## src/rtl/m_unit_scheduler_if.sv

```systemverilog
// m_unit_scheduler_if: EX-stage issue, hazard, writeback and mul/div datapath signals for the M-unit scheduler
interface m_unit_scheduler_if;
  logic        issue_valid;
  logic [2:0]  issue_func3;
  logic [4:0]  issue_rd;
  logic [31:0] issue_op1;
  logic [31:0] issue_op2;
  logic        pipeline_flush;
  logic [4:0]  ex_rs1;
  logic [4:0]  ex_rs2;
  logic        ex_rs1_used;
  logic        ex_rs2_used;
  logic        ex_slot_free;
  logic        mdu_done;
  logic [31:0] mdu_result;
  logic        issue_ready;
  logic        mdu_start;
  logic [2:0]  mdu_op;
  logic [31:0] mdu_a;
  logic [31:0] mdu_b;
  logic        m_unit_ready;
  logic [31:0] m_unit_result;
  logic [4:0]  m_unit_dest;
  logic        m_unit_wr;
  logic        stall;
  logic        busy;
  modport master (
    output issue_valid, issue_func3, issue_rd, issue_op1, issue_op2, pipeline_flush,
           ex_rs1, ex_rs2, ex_rs1_used, ex_rs2_used, ex_slot_free, mdu_done, mdu_result,
    input  issue_ready, mdu_start, mdu_op, mdu_a, mdu_b, m_unit_ready, m_unit_result,
           m_unit_dest, m_unit_wr, stall, busy
  );
  modport slave (
    input  issue_valid, issue_func3, issue_rd, issue_op1, issue_op2, pipeline_flush,
           ex_rs1, ex_rs2, ex_rs1_used, ex_rs2_used, ex_slot_free, mdu_done, mdu_result,
    output issue_ready, mdu_start, mdu_op, mdu_a, mdu_b, m_unit_ready, m_unit_result,
           m_unit_dest, m_unit_wr, stall, busy
  );
endinterface

```

## src/rtl/m_unit_scheduler.sv

```systemverilog
// m_unit_scheduler: IDLE/RUN/WB sequencer for M ops; ports clk, rst_n (async low), bus (issue in, mdu launch/done, writeback, stall/busy out)
module m_unit_scheduler (
  input logic              clk,
  input logic              rst_n,
  m_unit_scheduler_if.slave bus
);
  localparam logic [1:0] IDLE = 2'd0;
  localparam logic [1:0] RUN  = 2'd1;
  localparam logic [1:0] WB   = 2'd2;
  logic [1:0]  state;
  logic [1:0]  state_nx;
  logic        start;
  logic [4:0]  rd;
  logic [2:0]  op;
  logic [31:0] a;
  logic [31:0] b;
  logic [31:0] result;
  logic        accept;
  logic        div_zero;
  logic        div_ovf;
  logic        special;
  logic [31:0] special_res;
  logic        done_ok;
  logic        hazard;
  assign accept      = bus.issue_valid & bus.issue_ready & !bus.pipeline_flush;
  assign div_zero    = bus.issue_func3[2] & (bus.issue_op2 == 32'd0);
  // signed DIV/REM only (func3 100/110): most-negative / -1
  assign div_ovf     = bus.issue_func3[2] & !bus.issue_func3[0] &
                       (bus.issue_op1 == 32'h8000_0000) & (bus.issue_op2 == 32'hFFFF_FFFF);
  assign special     = div_zero | div_ovf;
  assign special_res = div_zero ? (bus.issue_func3[1] ? bus.issue_op1 : 32'hFFFF_FFFF)
                                : (bus.issue_func3[1] ? 32'd0 : 32'h8000_0000);
  // a done coinciding with the launch pulse belongs to nothing we started
  assign done_ok     = (state == RUN) & !start & bus.mdu_done;
  assign state_nx    = state == IDLE ? (accept ? (special ? WB : RUN) : IDLE) :
                       state == RUN  ? (done_ok ? WB : RUN) :
                       (bus.ex_slot_free ? IDLE : WB);
  always_ff @(posedge clk or negedge rst_n) begin
    if (!rst_n) begin
      state  <= IDLE;
      start  <= 1'b0;
      rd     <= 5'd0;
      op     <= 3'd0;
      a      <= 32'd0;
      b      <= 32'd0;
      result <= 32'd0;
    end else begin
      state <= state_nx;
      start <= accept & !special;
      if (accept) begin
        rd <= bus.issue_rd;
        op <= bus.issue_func3;
        a  <= bus.issue_op1;
        b  <= bus.issue_op2;
      end
      if (accept & special) result <= special_res;
      else if (done_ok) result <= bus.mdu_result;
    end
  end
  assign hazard            = (rd != 5'd0) & ((bus.ex_rs1_used & (bus.ex_rs1 == rd)) |
                                             (bus.ex_rs2_used & (bus.ex_rs2 == rd)));
  assign bus.issue_ready   = state == IDLE;
  assign bus.busy          = state != IDLE;
  assign bus.mdu_start     = start;
  assign bus.mdu_op        = op;
  assign bus.mdu_a         = a;
  assign bus.mdu_b         = b;
  assign bus.m_unit_ready  = (state == WB) & bus.ex_slot_free;
  assign bus.m_unit_result = result;
  assign bus.m_unit_dest   = rd;
  assign bus.m_unit_wr     = bus.m_unit_ready & (rd != 5'd0);
  assign bus.stall         = (bus.issue_valid & !bus.issue_ready & !bus.pipeline_flush) |
                             (bus.busy & hazard);
endmodule

```

## src/flat_wrapper.sv

```systemverilog
// flat-port wrapper written by rule: the top's interface ports become plain ports
module m_unit_scheduler_flat 
  (clk, rst_n, bus_issue_valid, bus_issue_func3, bus_issue_rd, bus_issue_op1, bus_issue_op2, bus_pipeline_flush, bus_ex_rs1, bus_ex_rs2, bus_ex_rs1_used, bus_ex_rs2_used, bus_ex_slot_free, bus_mdu_done, bus_mdu_result, bus_issue_ready, bus_mdu_start, bus_mdu_op, bus_mdu_a, bus_mdu_b, bus_m_unit_ready, bus_m_unit_result, bus_m_unit_dest, bus_m_unit_wr, bus_stall, bus_busy);
  m_unit_scheduler_if bus_i ();
  input logic clk;
  input logic rst_n;
  input wire logic [$bits(bus_i.issue_valid)-1:0] bus_issue_valid;
  input wire logic [$bits(bus_i.issue_func3)-1:0] bus_issue_func3;
  input wire logic [$bits(bus_i.issue_rd)-1:0] bus_issue_rd;
  input wire logic [$bits(bus_i.issue_op1)-1:0] bus_issue_op1;
  input wire logic [$bits(bus_i.issue_op2)-1:0] bus_issue_op2;
  input wire logic [$bits(bus_i.pipeline_flush)-1:0] bus_pipeline_flush;
  input wire logic [$bits(bus_i.ex_rs1)-1:0] bus_ex_rs1;
  input wire logic [$bits(bus_i.ex_rs2)-1:0] bus_ex_rs2;
  input wire logic [$bits(bus_i.ex_rs1_used)-1:0] bus_ex_rs1_used;
  input wire logic [$bits(bus_i.ex_rs2_used)-1:0] bus_ex_rs2_used;
  input wire logic [$bits(bus_i.ex_slot_free)-1:0] bus_ex_slot_free;
  input wire logic [$bits(bus_i.mdu_done)-1:0] bus_mdu_done;
  input wire logic [$bits(bus_i.mdu_result)-1:0] bus_mdu_result;
  output wire logic [$bits(bus_i.issue_ready)-1:0] bus_issue_ready;
  output wire logic [$bits(bus_i.mdu_start)-1:0] bus_mdu_start;
  output wire logic [$bits(bus_i.mdu_op)-1:0] bus_mdu_op;
  output wire logic [$bits(bus_i.mdu_a)-1:0] bus_mdu_a;
  output wire logic [$bits(bus_i.mdu_b)-1:0] bus_mdu_b;
  output wire logic [$bits(bus_i.m_unit_ready)-1:0] bus_m_unit_ready;
  output wire logic [$bits(bus_i.m_unit_result)-1:0] bus_m_unit_result;
  output wire logic [$bits(bus_i.m_unit_dest)-1:0] bus_m_unit_dest;
  output wire logic [$bits(bus_i.m_unit_wr)-1:0] bus_m_unit_wr;
  output wire logic [$bits(bus_i.stall)-1:0] bus_stall;
  output wire logic [$bits(bus_i.busy)-1:0] bus_busy;
  assign bus_i.issue_valid = bus_issue_valid;
  assign bus_i.issue_func3 = bus_issue_func3;
  assign bus_i.issue_rd = bus_issue_rd;
  assign bus_i.issue_op1 = bus_issue_op1;
  assign bus_i.issue_op2 = bus_issue_op2;
  assign bus_i.pipeline_flush = bus_pipeline_flush;
  assign bus_i.ex_rs1 = bus_ex_rs1;
  assign bus_i.ex_rs2 = bus_ex_rs2;
  assign bus_i.ex_rs1_used = bus_ex_rs1_used;
  assign bus_i.ex_rs2_used = bus_ex_rs2_used;
  assign bus_i.ex_slot_free = bus_ex_slot_free;
  assign bus_i.mdu_done = bus_mdu_done;
  assign bus_i.mdu_result = bus_mdu_result;
  assign bus_issue_ready = bus_i.issue_ready;
  assign bus_mdu_start = bus_i.mdu_start;
  assign bus_mdu_op = bus_i.mdu_op;
  assign bus_mdu_a = bus_i.mdu_a;
  assign bus_mdu_b = bus_i.mdu_b;
  assign bus_m_unit_ready = bus_i.m_unit_ready;
  assign bus_m_unit_result = bus_i.m_unit_result;
  assign bus_m_unit_dest = bus_i.m_unit_dest;
  assign bus_m_unit_wr = bus_i.m_unit_wr;
  assign bus_stall = bus_i.stall;
  assign bus_busy = bus_i.busy;
  m_unit_scheduler u_core (.clk(clk), .rst_n(rst_n), .bus(bus_i));
endmodule
```

## config.mk

```make
export PLATFORM = sky130hd
export DESIGN_NAME = m_unit_scheduler_flat
export DESIGN_NICKNAME = d
export VERILOG_FILES = /design/src/rtl/m_unit_scheduler_if.sv /design/src/rtl/m_unit_scheduler.sv /design/src/flat_wrapper.sv
export SDC_FILE = /design/constraint.sdc
export NUM_CORES = 1
export LEC_CHECK = 0
export ABC_AREA = 0
export CAP_MARGIN = 25
export CORE_MARGIN = 2
export CORE_UTILIZATION = 45
export CTS_CLUSTER_DIAMETER = 30
export DETAILED_ROUTE_END_ITERATION = 10
export PLACE_DENSITY = 0.95
export SYNTH_ARGS = -nofsm -noshare
export SYNTH_HDL_FRONTEND = slang
export SYNTH_SLANG_ARGS = --single-unit
```

## constraint.sdc

```tcl
create_clock -name clk -period 2.7 [get_ports clk]
set_clock_uncertainty 0.05 [all_clocks]
set_input_delay 0.54 -clock clk [delete_from_list [all_inputs] [get_ports clk]]
set_output_delay 0.54 -clock clk [all_outputs]
set_load 0.005 [all_outputs]
```

### Word level (Yosys, flattened, before mapping)

Index checks and enable logic that the tools add are counted.
W data, S select, Z words.

* register bits: 107
* bits in latches: 0
* RAM bits: 0
* ROM bits: 0
* bits of input ports: 122
* memories: 0

* $add $sub $neg: 0
* multiply operators: 0
* div/mod/pow operators: 0
* $lt $le $gt $ge: 0
* equal/unequal tests: 6
* shift operators: 0
* multiplexer cells: 11
* bitwise logic cells: 21
* reductions and logical operators: 10

Operators with widths (number)
* $mux W32: 5
* $eq A32 B32 Y1 const B: 2
* $logic_not A32 Y1: 1
* $and A1 B1 Y1: 18
* $mux W2: 6
* $eq A5 B5 Y1: 2
* $logic_not A1 Y1: 5
* $reduce_bool A5 Y1: 1
* $reduce_bool A2 Y1: 2
* $or A1 B1 Y1: 3
* $eq A2 B1 Y1 const B: 1
* $eq A2 B2 Y1 const B: 1
* $logic_not A2 Y1: 1

### Depth between registers and ports, before layout

Gate-level depths: netlist of run 1.

* depth after elaboration: 8
* gate-level depth with buffers: 7

### Worst setup path before layout of run 1

OpenSTA, ideal clock, no wires.

* kind: input-to-reg
* start: input port bus_issue_func3[0]
* end: register u_core.result[12] (netlist: u_core.bus.m_unit_result[12])
* library setup time: 0.125 ns
* arrival time: 1.765 ns
* path slack: 0.759 ns
* stages on the path: 6
* path through: nand4b_1 or4_4 nor4_4 o21a_4 buf_6 o21ai_1

* cells in the longest elaborated chain, start to end: 7

RTL lines
* start: declaration: RTL line flat_wrapper.sv:8 `input wire logic [$bits(bus_i.issue_func3)-1:0] bus_issue_func3;`
* $logic_not A1 Y1 *: RTL line m_unit_scheduler.sv:28 `assign div_ovf = bus.issue_func3[2] & !bus.issue_func3[0] &`
* $and A1 B1 Y1 * (2 in a row): RTL line m_unit_scheduler.sv:28
* $and A1 B1 Y1 *: RTL line m_unit_scheduler.sv:29 `(bus.issue_op1 == 32'h8000_0000) & (bus.issue_op2 == 32'hFFFF_FFFF);`
* $or A1 B1 Y1 *: RTL line m_unit_scheduler.sv:30 `assign special = div_zero | div_ovf;`
* $and A1 B1 Y1 *: RTL line m_unit_scheduler.sv:56 `if (accept & special) result <= special_res;`
* $mux W32 or $reduce_bool A2 Y1 (tied branches)
* end signal: assignment: RTL line m_unit_scheduler.sv:56
* end signal: assignment: RTL line m_unit_scheduler.sv:57 `else if (done_ok) result <= bus.mdu_result;`
* end: declaration: RTL line m_unit_scheduler.sv:17 `logic [31:0] result;`

Every way passes the cells marked *; elsewhere a longest branch is shown, timed or not.
A chain may end at the register's enable or synchronous reset.

### Worst setup path in the final report of run 1

* start: register u_core.rd[0] (netlist: u_core.bus.m_unit_dest[0])
* end: output port bus_m_unit_wr

* cells in the longest elaborated chain, start to end: 2

RTL lines
* start: declaration: RTL line m_unit_scheduler.sv:13 `logic [4:0] rd;`
* start signal: assignment: RTL line m_unit_scheduler.sv:51 `rd <= bus.issue_rd;`
* $reduce_bool A5 Y1: RTL line m_unit_scheduler.sv:71 `assign bus.m_unit_wr = bus.m_unit_ready & (rd != 5'd0);`
* $and A1 B1 Y1: RTL line m_unit_scheduler.sv:71
* end: declaration: RTL line flat_wrapper.sv:28 `output wire logic [$bits(bus_i.m_unit_wr)-1:0] bus_m_unit_wr;`

No other way between the ends.

==> results of run 1 <==
-- flip-flops by register name (all words and copies together) (netlist names) --
signal                    count
u_core.bus.m_unit_result     32
u_core.bus.mdu_start          1
u_core.bus.m_unit_dest        5
u_core.bus.mdu_a             32
u_core.bus.mdu_op             3
u_core.state                  2
u_core.bus.mdu_b             32
-- power groups by stage --
stage | logic [mW] | registers, mW | clock network (mW)
2_1_floorplan | 0.923 | 2.85 | 0
3_3_place_gp | 3.04 | 2.81 | 0
3_5_place_dp | 3.15 | 2.85 | 0
4_1_cts | 3.16 | 2.84 | 0.990
5_1_grt | 3.42 | 2.93 | 1.06
6_report | 3.14 | 2.85 | 0.976
-- worst reg2reg max path, delay by kind of cell (launching register included) --
kind,cells,cell delay (ns)
AND/OR/NAND/NOR,2,0.70
AO/OA/AOI/OAI,1,0.07
buffers and inverters,1,0.31
flip-flops,1,0.43
multiplexers,1,0.34
-- worst max-delay path by stage --
stage	start	end	slack, ns
2_1_floorplan	bus_issue_func3[0]	u_core.bus.m_unit_result[12]$_DFFE_PN0P_	0.76
3_3_place_gp	bus_ex_rs2[0]	bus_stall	-0.27
3_5_place_dp	bus_ex_rs2[4]	bus_stall	-0.39
4_1_cts	bus_ex_rs2[0]	bus_stall	0.005
5_1_grt	u_core.bus.m_unit_dest[0]$_DFFE_PN0P_	bus_m_unit_wr	0.007
6_report	u_core.bus.m_unit_dest[0]$_DFFE_PN0P_	bus_m_unit_wr	0.10
-- stage by stage --
step | power [mW] | setup slack, ns | hold slack (ns) | utilization, % | instance area (um2)
after floorplan | 3.78 | 0.759 | 0.194 | - | 4960
after global placement | 5.85 | -0.268 | 0.406 | 70.5 | 7610
after detailed placement | 6.00 | -0.386 | 0.412 | 70.5 | 7610
after CTS | 6.99 | 0.00519 | 0.139 | 72.3 | 7800
after global routing | 7.41 | 0.00663 | 0.156 | 72.4 | 7810
final | 6.96 | 0.104 | 0.128 | 72.4 | 7810
-- layout make-up --
type | count | area (um2) | share of cell area (%)
multi-input cells | 406 | 2160 | 27.7
flip-flops and latches | 107 | 2680 | 34.3
clock inverters | 6 | 55.1 | 0.705
repair buffers | 262 | 2590 | 33.2
clock buffers | 10 | 138 | 1.76
well taps | 140 | 175 | 2.24
inverters | 3 | 11.3 | 0.144
-- synth_stat cells (all sizes together) --
cell	instances
a2111o	1
xor2	8
nand2b	2
nand3	5
mux2	1
nor4	24
o22a	1
and4b	1
a21oi	2
xnor2	2
dfrtp	107
o21bai	1
nand4b	1
or4	3
nor3b	1
nor4b	1
nor2b	2
mux2i	31
o21a	1
nor2	9
nor3	7
nand4	19
a21o	1
o21ai	63
clkbuf	21
inv	3
or3	1
buf	7
nand2	218
-- routing by layer --
metal  routed length (um)  up-vias  track usage, %  share of wire, %
met1                 6450     2467            35.2                37
met2                 8880      272            49.9                51
met3                 1570       40            6.46               9.1
met5                    0        -               0                 0
li1                     -     2335               -                 -
met4                  424        0            10.7               2.4
-- what timing repair did --
item,4_1_cts,5_1_grt
pin swaps,3,4
endpoints found under the setup margin,1,2
resized for setup,4,4
hold buffers,0,0
-- kinds of logic after synthesis --
group | count (synthesis) | synth area share, %
AND/OR/NAND/NOR | 294 | 26.2
flip-flops | 107 | 54.0
AO/OA/AOI/OAI | 70 | 8.40
multiplexers | 32 | 6.48
buffers and inverters | 31 | 3.15
XOR/XNOR | 10 | 1.77
==> flow_summary.yaml, run 1 <==
synthesis:
  syn_nets: 666
  synthesis.area_mm2: 0.00496
  ys_top_cells_by_area: "dfrtp_1 (54%), nand2_1 (16%), mux2i_1 (6.3%)"
  synth_sequential_area_ratio_pct: 54.0
  ys_ff_latch: 107
  synth_top_area_share_pct: 54.0
  number_of_synthesis_warnings: 0
  post_synth_inst_count: 544
  yosysTopAreaCell: "dfrtp_1"
  syn_avg_cell_area_um2: 9.12
  synthDistinctLibCells: 38
cts:
  clock_sinks: 107
  cts_tree: "done"
  clock_insertion_delay_at_the_later_pin_of_the_skew_report_ns: 0.35
  clockBufferDepth: 2
  clock-root-buffer: "clkbuf_8"
  post_cts_setup_driven_buffer_insertion_count: 0
  clk_pin_slew_ns: 0.10
  cts-htree-levels: 3
  cts_inserted_buffers: 9
run_status:
  run_status: "finished clean"
die:
  core_area_mm2: 0.0108
  die_footprint_mm2: 0.0119
  die_width_um: 109
  ios: 232
  initial_core_util_pct: 46.0
  core_rows: 38
  die-height_um: 109
global_routing:
  grt_overflow_total: 0
  gr-usage-all-layers_pct: 28.8
  vias_in_the_first_global_route: 5045
  grt_antenna_before_repair: 0
  grt_start_max_net_pins: 75
  first_pass_grt_wire_length_um: 26000
finish:
  layout_common_cells: "clkdlybuf4s50_1 (228), nand2_1 (218), dfrtp_1 (106), o21ai_0 (43), mux2i_1 (31)"
  diodes: 0
  share_of_layout_cells_above_drive_strength_1_pct: 9.07
  fill_cells: 758
  layout-area-overhead-vs-synth_pct: 57.4
  layout.cells.non_filler: 934
  most_frequent_standard_cell_in_the_layout_excluding_fill_and_tap_cells: "clkdlybuf4s50_1"
  finish.net_count: 911
worst_setup_path:
  worst-endpoint-required_ns: 2.11
  timing.critical_path.max_delay_family: "simple AND/OR/NAND/NOR gates"
  worstPathBufferInverterCount: 1
  cp_cell_sequence: "or4_1 > nor2_1 > nor3_1 > clkdlybuf4s50_1"
  timing.critical_path.slowest_cell_delay_ns: 0.54
  crit_arrival_ns: 2.01
  setup.worst_path.class: "reg -> out"
  r2r.worst_path.cells: 5
  crit_slowest_cell: "or4_1"
  critPathCaptureType: "primary output"
  startpoint_type: "register"
  cp.depth: 4
  r2r_start: "u_core.state[1]$_DFF_PN0_"
  timing.rr.end: "u_core.bus.m_unit_result[6]$_DFFE_PN0P_"
  ff2ff_setup_slack_ns: 0.69
  worst-path-max-fanout: 5
power:
  power.internal_mw: 4.72
  pwr-share-clk_pct: 14.0
  power.net_switching_mw: 2.25
  sw_share_pct: 32.3
  share_seq_of_total_power_pct: 40.9
  static-leakage-power_nw: 3.44
  vdd_ir_drop_max_v: 0.000475
  comb_power_share_pct: 45.1
  cellPowerDensity_mw_per_mm2: 892
job:
  timing.max_cap.violations: 0
timing:
  worst_slew_pin_slew_ns: 0.604
  grt_setup_unrepaired: "no"
  maxClockFrequency_mhz: 385
  final_hold_viol_count: 0
  timing.final.setup_violations: 0
  timing_max_transition_violations_final: 0
  relSlewSlack_pct: 59.7
  setup_tns_ns: 0
  period_needed_ns: 2.60
  finalCritPeriodShare_pct: 96.1
routing:
  route.detailed.vias_per_inst: 5.48
  detailedRoute.firstIterationViolations: 411
  finalWirelength_um: 17300
  postRouteAntennaNets: 0
  dr_total_vias: 5114
  post-route-drc-count: 0
  avgRoutedWirePerCell_um: 18.6
  drt_first_pass_iters: 5
placed_design:
  place_congestion: 0.862
  numPlacedInstances: 918
  port_buffers: 231
  hpwlAfterDp_um: 13400
hold_path:
  timing.hold.worst.class: "in -> async"
No activity file was read; power rests on OpenSTA's default activity.
==> run 2, diff against run 1 <==
Settings changed: GPL_TIMING_DRIVEN set to 1, SETUP_SLACK_MARGIN set to 0.2.
==> flow_summary.yaml, run 2 (synthesized netlist as in run 1, its figures left out) <==
run_status:
  run_status: "finished clean"
routing:
  avgRoutedWirePerCell_um: 18.8
  post-route-drc-count: 0
  finalWirelength_um: 17700
  drt_first_pass_iters: 5
  postRouteAntennaNets: 0
  route.detailed.vias_per_inst: 5.38
  detailedRoute.firstIterationViolations: 356
  dr_total_vias: 5049
finish:
  most_frequent_standard_cell_in_the_layout_excluding_fill_and_tap_cells: "clkdlybuf4s50_1"
  finish.net_count: 916
  layout_common_cells: "clkdlybuf4s50_1 (223), nand2_1 (218), dfrtp_1 (104), o21ai_0 (43)"
  layout-area-overhead-vs-synth_pct: 59.3
  layout.cells.non_filler: 939
  stdcell_area_mm2: 0.00790
  share_of_layout_cells_above_drive_strength_1_pct: 10.6
  finalCoreUtilization_pct: 73.2
  diodes: 0
  fill_cells: 732
cts:
  clock_sinks: 107
  clk_pin_slew_ns: 0.10
  clock_insertion_delay_at_the_later_pin_of_the_skew_report_ns: 0.35
  cts-htree-levels: 3
  clock-root-buffer: "clkbuf_8"
  cts_tree: "done"
  clockBufferDepth: 2
  cts_inserted_buffers: 9
  post_cts_hold_fix_bufs: 0
worst_setup_path:
  timing.critical_path.slowest_cell_delay_ns: 0.47
  startpoint_type: "register"
  worst-path-max-fanout: 5
  timing.critical_path.max_delay_family: "simple AND/OR/NAND/NOR gates"
  crit_arrival_ns: 2.00
  setup.worst_path.class: "reg -> out"
  worstPathBufferInverterCount: 1
  worst-endpoint-required_ns: 2.11
  critPathCaptureType: "primary output"
  cp_cell_sequence: "xor2_1 > nor4_2 > nand3_1 > a21o_1 > a21oi_2 > buf_2"
  crit_slowest_cell: "dfrtp_2"
timing:
  worst_slew_pin_slew_ns: 0.609
  timing_max_transition_violations_final: 0
  timing.final.setup_violations: 0
  relSlewSlack_pct: 59.4
  grt_setup_unrepaired: "yes"
  final_hold_viol_count: 0
  finalCritPeriodShare_pct: 96.1
  worst_slack_ns: 0.106
  maxClockFrequency_mhz: 386
  period_needed_ns: 2.59
job:
  timing.max_cap.violations: 0
die:
  initial_core_util_pct: 46.0
  core_rows: 38
  core_area_mm2: 0.0108
  ios: 232
  die_footprint_mm2: 0.0119
  die-height_um: 109
  die_width_um: 109
placed_design:
  numPlacedInstances: 918
  placement.setup.worst_slack_ns: -0.386
  hpwlAfterDp_um: 13400
  placement.cell_area_mm2: 0.00761
  port_buffers: 231
  place_congestion: 0.862
global_routing:
  gr-usage-all-layers_pct: 28.9
  grt_start_max_net_pins: 75
  vias_in_the_first_global_route: 5088
  grt_overflow_total: 0
  first_pass_grt_wire_length_um: 26000
  grt_antenna_before_repair: 0
power:
  vdd_ir_drop_max_v: 0.000476
  cellPowerDensity_mw_per_mm2: 896
  total_power_mw: 7.08
  static-leakage-power_nw: 3.50
hold_path:
  timing.hold.worst.class: "in -> async"
## run 2: final cells by class
| class | count | area, um2 | area share (%) |
|---|---|---|---|
| sequential | 107 | 2680 | 33.9 |
| multi-input combinational | 406 | 2210 | 27.9 |
| tap | 140 | 175 | 2.22 |
| clock inverter | 6 | 55.1 | 0.697 |
| clock buffer | 10 | 138 | 1.74 |
| inverter | 3 | 11.3 | 0.142 |
| timing repair buffer | 267 | 2640 | 33.4 |
## run 2: worst paths after layout
path | endpoint | slack [ns] | start | cells past startpoint
max in group asynchronous | u_core.bus.m_unit_dest[0]$_DFFE_PN0P_ | 1.71 | rst_n | 2
worst min register to register | u_core.bus.mdu_b[7]$_DFFE_PN0P_ | 0.43 | u_core.bus.mdu_b[7]$_DFFE_PN0P_ | 2
worst min-delay path | u_core.bus.mdu_a[29]$_DFFE_PN0P_ | 0.14 | rst_n | 1
min in group clk | u_core.bus.mdu_b[7]$_DFFE_PN0P_ | 0.43 | u_core.bus.mdu_b[7]$_DFFE_PN0P_ | 2
worst max-delay path | bus_stall | 0.11 | u_core.bus.m_unit_dest[2]$_DFFE_PN0P_ | 6
worst max register to register | u_core.bus.m_unit_result[6]$_DFFE_PN0P_ | 0.71 | u_core.state[1]$_DFF_PN0_ | 5
## run 2: report_power, final
part           switching, mW  internal [mW]  total (mW)
Sequential             0.492           2.35        2.85
Combinational           1.28           1.98        3.26
Clock                  0.525          0.447       0.973
## run 2: per-layer routing
metal,global-route usage [%],part of all wire (%),vias to the layer above
met1,35.1,37,2416
met3,6.46,8.5,32
met4,10.7,2.4,0
li1,-,-,2346
met5,0,0,-
met2,50.2,52,255
## run 2: through the flow
step	hold WS [ns]	TNS (ns)
floorplan	0.194	0
global placement	0.406	-6.27
detailed placement	0.412	-7.93
CTS	0.139	0
global route	0.156	0
finish	0.139	0
## run 2: what timing repair did
| item | CTS | global route |
|---|---|---|
| cloned | 0 | 0 |
| pin swaps | 5 | 8 |
| gates resized for setup | 15 | 10 |
| buffers inserted | 3 | 2 |
| endpoints found under the setup margin | 34 | 3 |
==> run 3, diff against run 2 <==
Settings changed: CORE_ASPECT_RATIO set to 2, MAX_ROUTING_LAYER set to met4.
==> flow_summary.yaml, run 3 (synthesized netlist as in run 1, its figures left out) <==
global_routing:
  gr-usage-all-layers_pct: 32.5
  vias_in_the_first_global_route: 5526
  grt_start_max_net_pins: 75
  grt_overflow_total: 0
  first_pass_grt_wire_length_um: 28900
  grt_antenna_before_repair: 0
placed_design:
  placement.cell_area_mm2: 0.00770
  hpwlAfterDp_um: 14300
  numPlacedInstances: 925
  place_congestion: 1.02
  port_buffers: 231
worst_setup_path:
  cp_cell_sequence: "or4_4 > nor2_4 > buf_4 > a21o_1 > a21oi_2 > buf_2"
  crit_slowest_cell: "or4_4"
  critPathCaptureType: "primary output"
  r2r.worst_path.cells: 6
  setup.worst_path.class: "reg -> out"
  crit_arrival_ns: 1.87
  timing.critical_path.max_delay_family: "simple AND/OR/NAND/NOR gates"
  startpoint_type: "register"
  worst-path-max-fanout: 4
  worstPathBufferInverterCount: 2
  timing.critical_path.slowest_cell_delay_ns: 0.55
  cp.depth: 6
  worst-endpoint-required_ns: 2.11
cts:
  cts-htree-levels: 3
  cts_inserted_buffers: 9
  cts_tree: "done"
  clock-root-buffer: "clkbuf_16"
  clock_insertion_delay_at_the_later_pin_of_the_skew_report_ns: 0.34
  clock_sinks: 107
  clockBufferDepth: 2
  post_cts_hold_fix_bufs: 0
  clk_pin_slew_ns: 0.08
finish:
  most_frequent_standard_cell_in_the_layout_excluding_fill_and_tap_cells: "clkdlybuf4s50_1"
  area_of_the_multi_input_gates_mm2: 0.00220
  share_of_layout_cells_above_drive_strength_1_pct: 11.6
  finalCoreUtilization_pct: 74.6
  finish.net_count: 922
  fill_cells: 769
  stdcell_area_mm2: 0.00806
  layout.cells.non_filler: 945
  layout-area-overhead-vs-synth_pct: 62.5
  diodes: 0
  layout_common_cells: "clkdlybuf4s50_1 (221), nand2_1 (218), dfrtp_1 (102), o21ai_0 (43), buf_4 (35)"
  layout.area.seq_mm2: 0.00268
routing:
  drt_first_pass_iters: 7
  route.detailed.vias_per_inst: 5.56
  avgRoutedWirePerCell_um: 19.6
  postRouteAntennaNets: 0
  dr_total_vias: 5253
  finalWirelength_um: 18600
  detailedRoute.firstIterationViolations: 323
  post-route-drc-count: 0
die:
  initial_core_util_pct: 45.9
  ios: 232
  die-height_um: 153
  core_area_mm2: 0.0108
  die_width_um: 78.3
  die_footprint_mm2: 0.0119
  core_rows: 54
timing:
  finalCritPeriodShare_pct: 91.1
  timing.final.setup_violations: 0
  period_needed_ns: 2.46
  maxClockFrequency_mhz: 407
  worst_slew_pin_slew_ns: 0.854
  final_hold_viol_count: 0
  timing_max_transition_violations_final: 0
  relSlewSlack_pct: 43.0
  grt_setup_unrepaired: "yes"
power:
  static-leakage-power_nw: 3.56
  vdd_ir_drop_max_v: 0.000524
  cellPowerDensity_mw_per_mm2: 914
run_status:
  run_status: "finished clean"
hold_path:
  timing.hold.worst.class: "in -> async"
job:
  timing.max_cap.violations: 0
-- run 3: changes by cell type in the layout (fill, tap and decap cells not counted), sizes merged, moves of 2 or more --
cell	previous run	this run
buf	38	44
clkdlybuf4s50	223	221
clkinvlp	0	3
clkinv	5	2
-- run 3: routing by layer --
| layer | global-route usage, % | share of wire (%) | vias to the layer above | wire, um |
|---|---|---|---|---|
| li1 | - | - | 2355 | - |
| met3 | 4.21 | 5.3 | 74 | 991 |
| met1 | 35.1 | 35 | 2503 | 6420 |
| met2 | 55.3 | 54 | 321 | 10000 |
| met5 | - | 0 | - | 0 |
| met4 | 20.5 | 6.1 | 0 | 1140 |
-- run 3: cell type report --
type                       instances  area share, %
inverter                           3          0.140
clock inverter                     6          0.512
sequential                       107           33.3
multi-input combinational        406           27.3
tap                              140           2.17
timing repair buffer             273           33.7
clock buffer                      10           2.84
-- run 3: final timing paths --
kind	start	end	slack (ns)
hold / removal	rst_n	u_core.bus.m_unit_result[31]$_DFFE_PN0P_	0.15
max in group asynchronous	rst_n	u_core.bus.mdu_a[23]$_DFFE_PN0P_	1.74
setup / recovery	u_core.bus.m_unit_dest[0]$_DFFE_PN0P_	bus_stall	0.24
hold reg to reg	u_core.bus.mdu_b[4]$_DFFE_PN0P_	u_core.bus.mdu_b[4]$_DFFE_PN0P_	0.42
setup reg to reg	u_core.state[0]$_DFF_PN0_	u_core.bus.m_unit_result[27]$_DFFE_PN0P_	0.67
min in group clk	u_core.bus.mdu_b[4]$_DFFE_PN0P_	u_core.bus.mdu_b[4]$_DFFE_PN0P_	0.42
-- run 3: timing repair --
action / 4_1_cts / 5_1_grt
resized for setup: 13 / 15
endpoints found under the setup margin: 2 / 25
pin swaps: 5 / 6
buffers inserted: 3 / 1
-- run 3: metrics by stage --
| stage | setup slack, ns | hold slack, ns | setup TNS, ns | power (mW) |
|---|---|---|---|---|
| final | 0.240 | 0.146 | 0 | 7.37 |
| after global routing | 0.157 | 0.174 | 0 | 7.76 |
| after CTS | 0.136 | 0.154 | 0 | 7.33 |
| after detailed placement | -0.338 | 0.411 | -1.69 | 6.06 |
| after global placement | -0.202 | 0.408 | -2.00 | 5.88 |
| after floorplan | 0.759 | 0.194 | 0 | 3.78 |
-- run 3: power breakdown --
group          internal [mW]  switching (mW)  leakage [nW]
registers               2.36           0.518          1.31
logic                   1.97            1.29          2.13
clock network          0.627           0.598         0.125
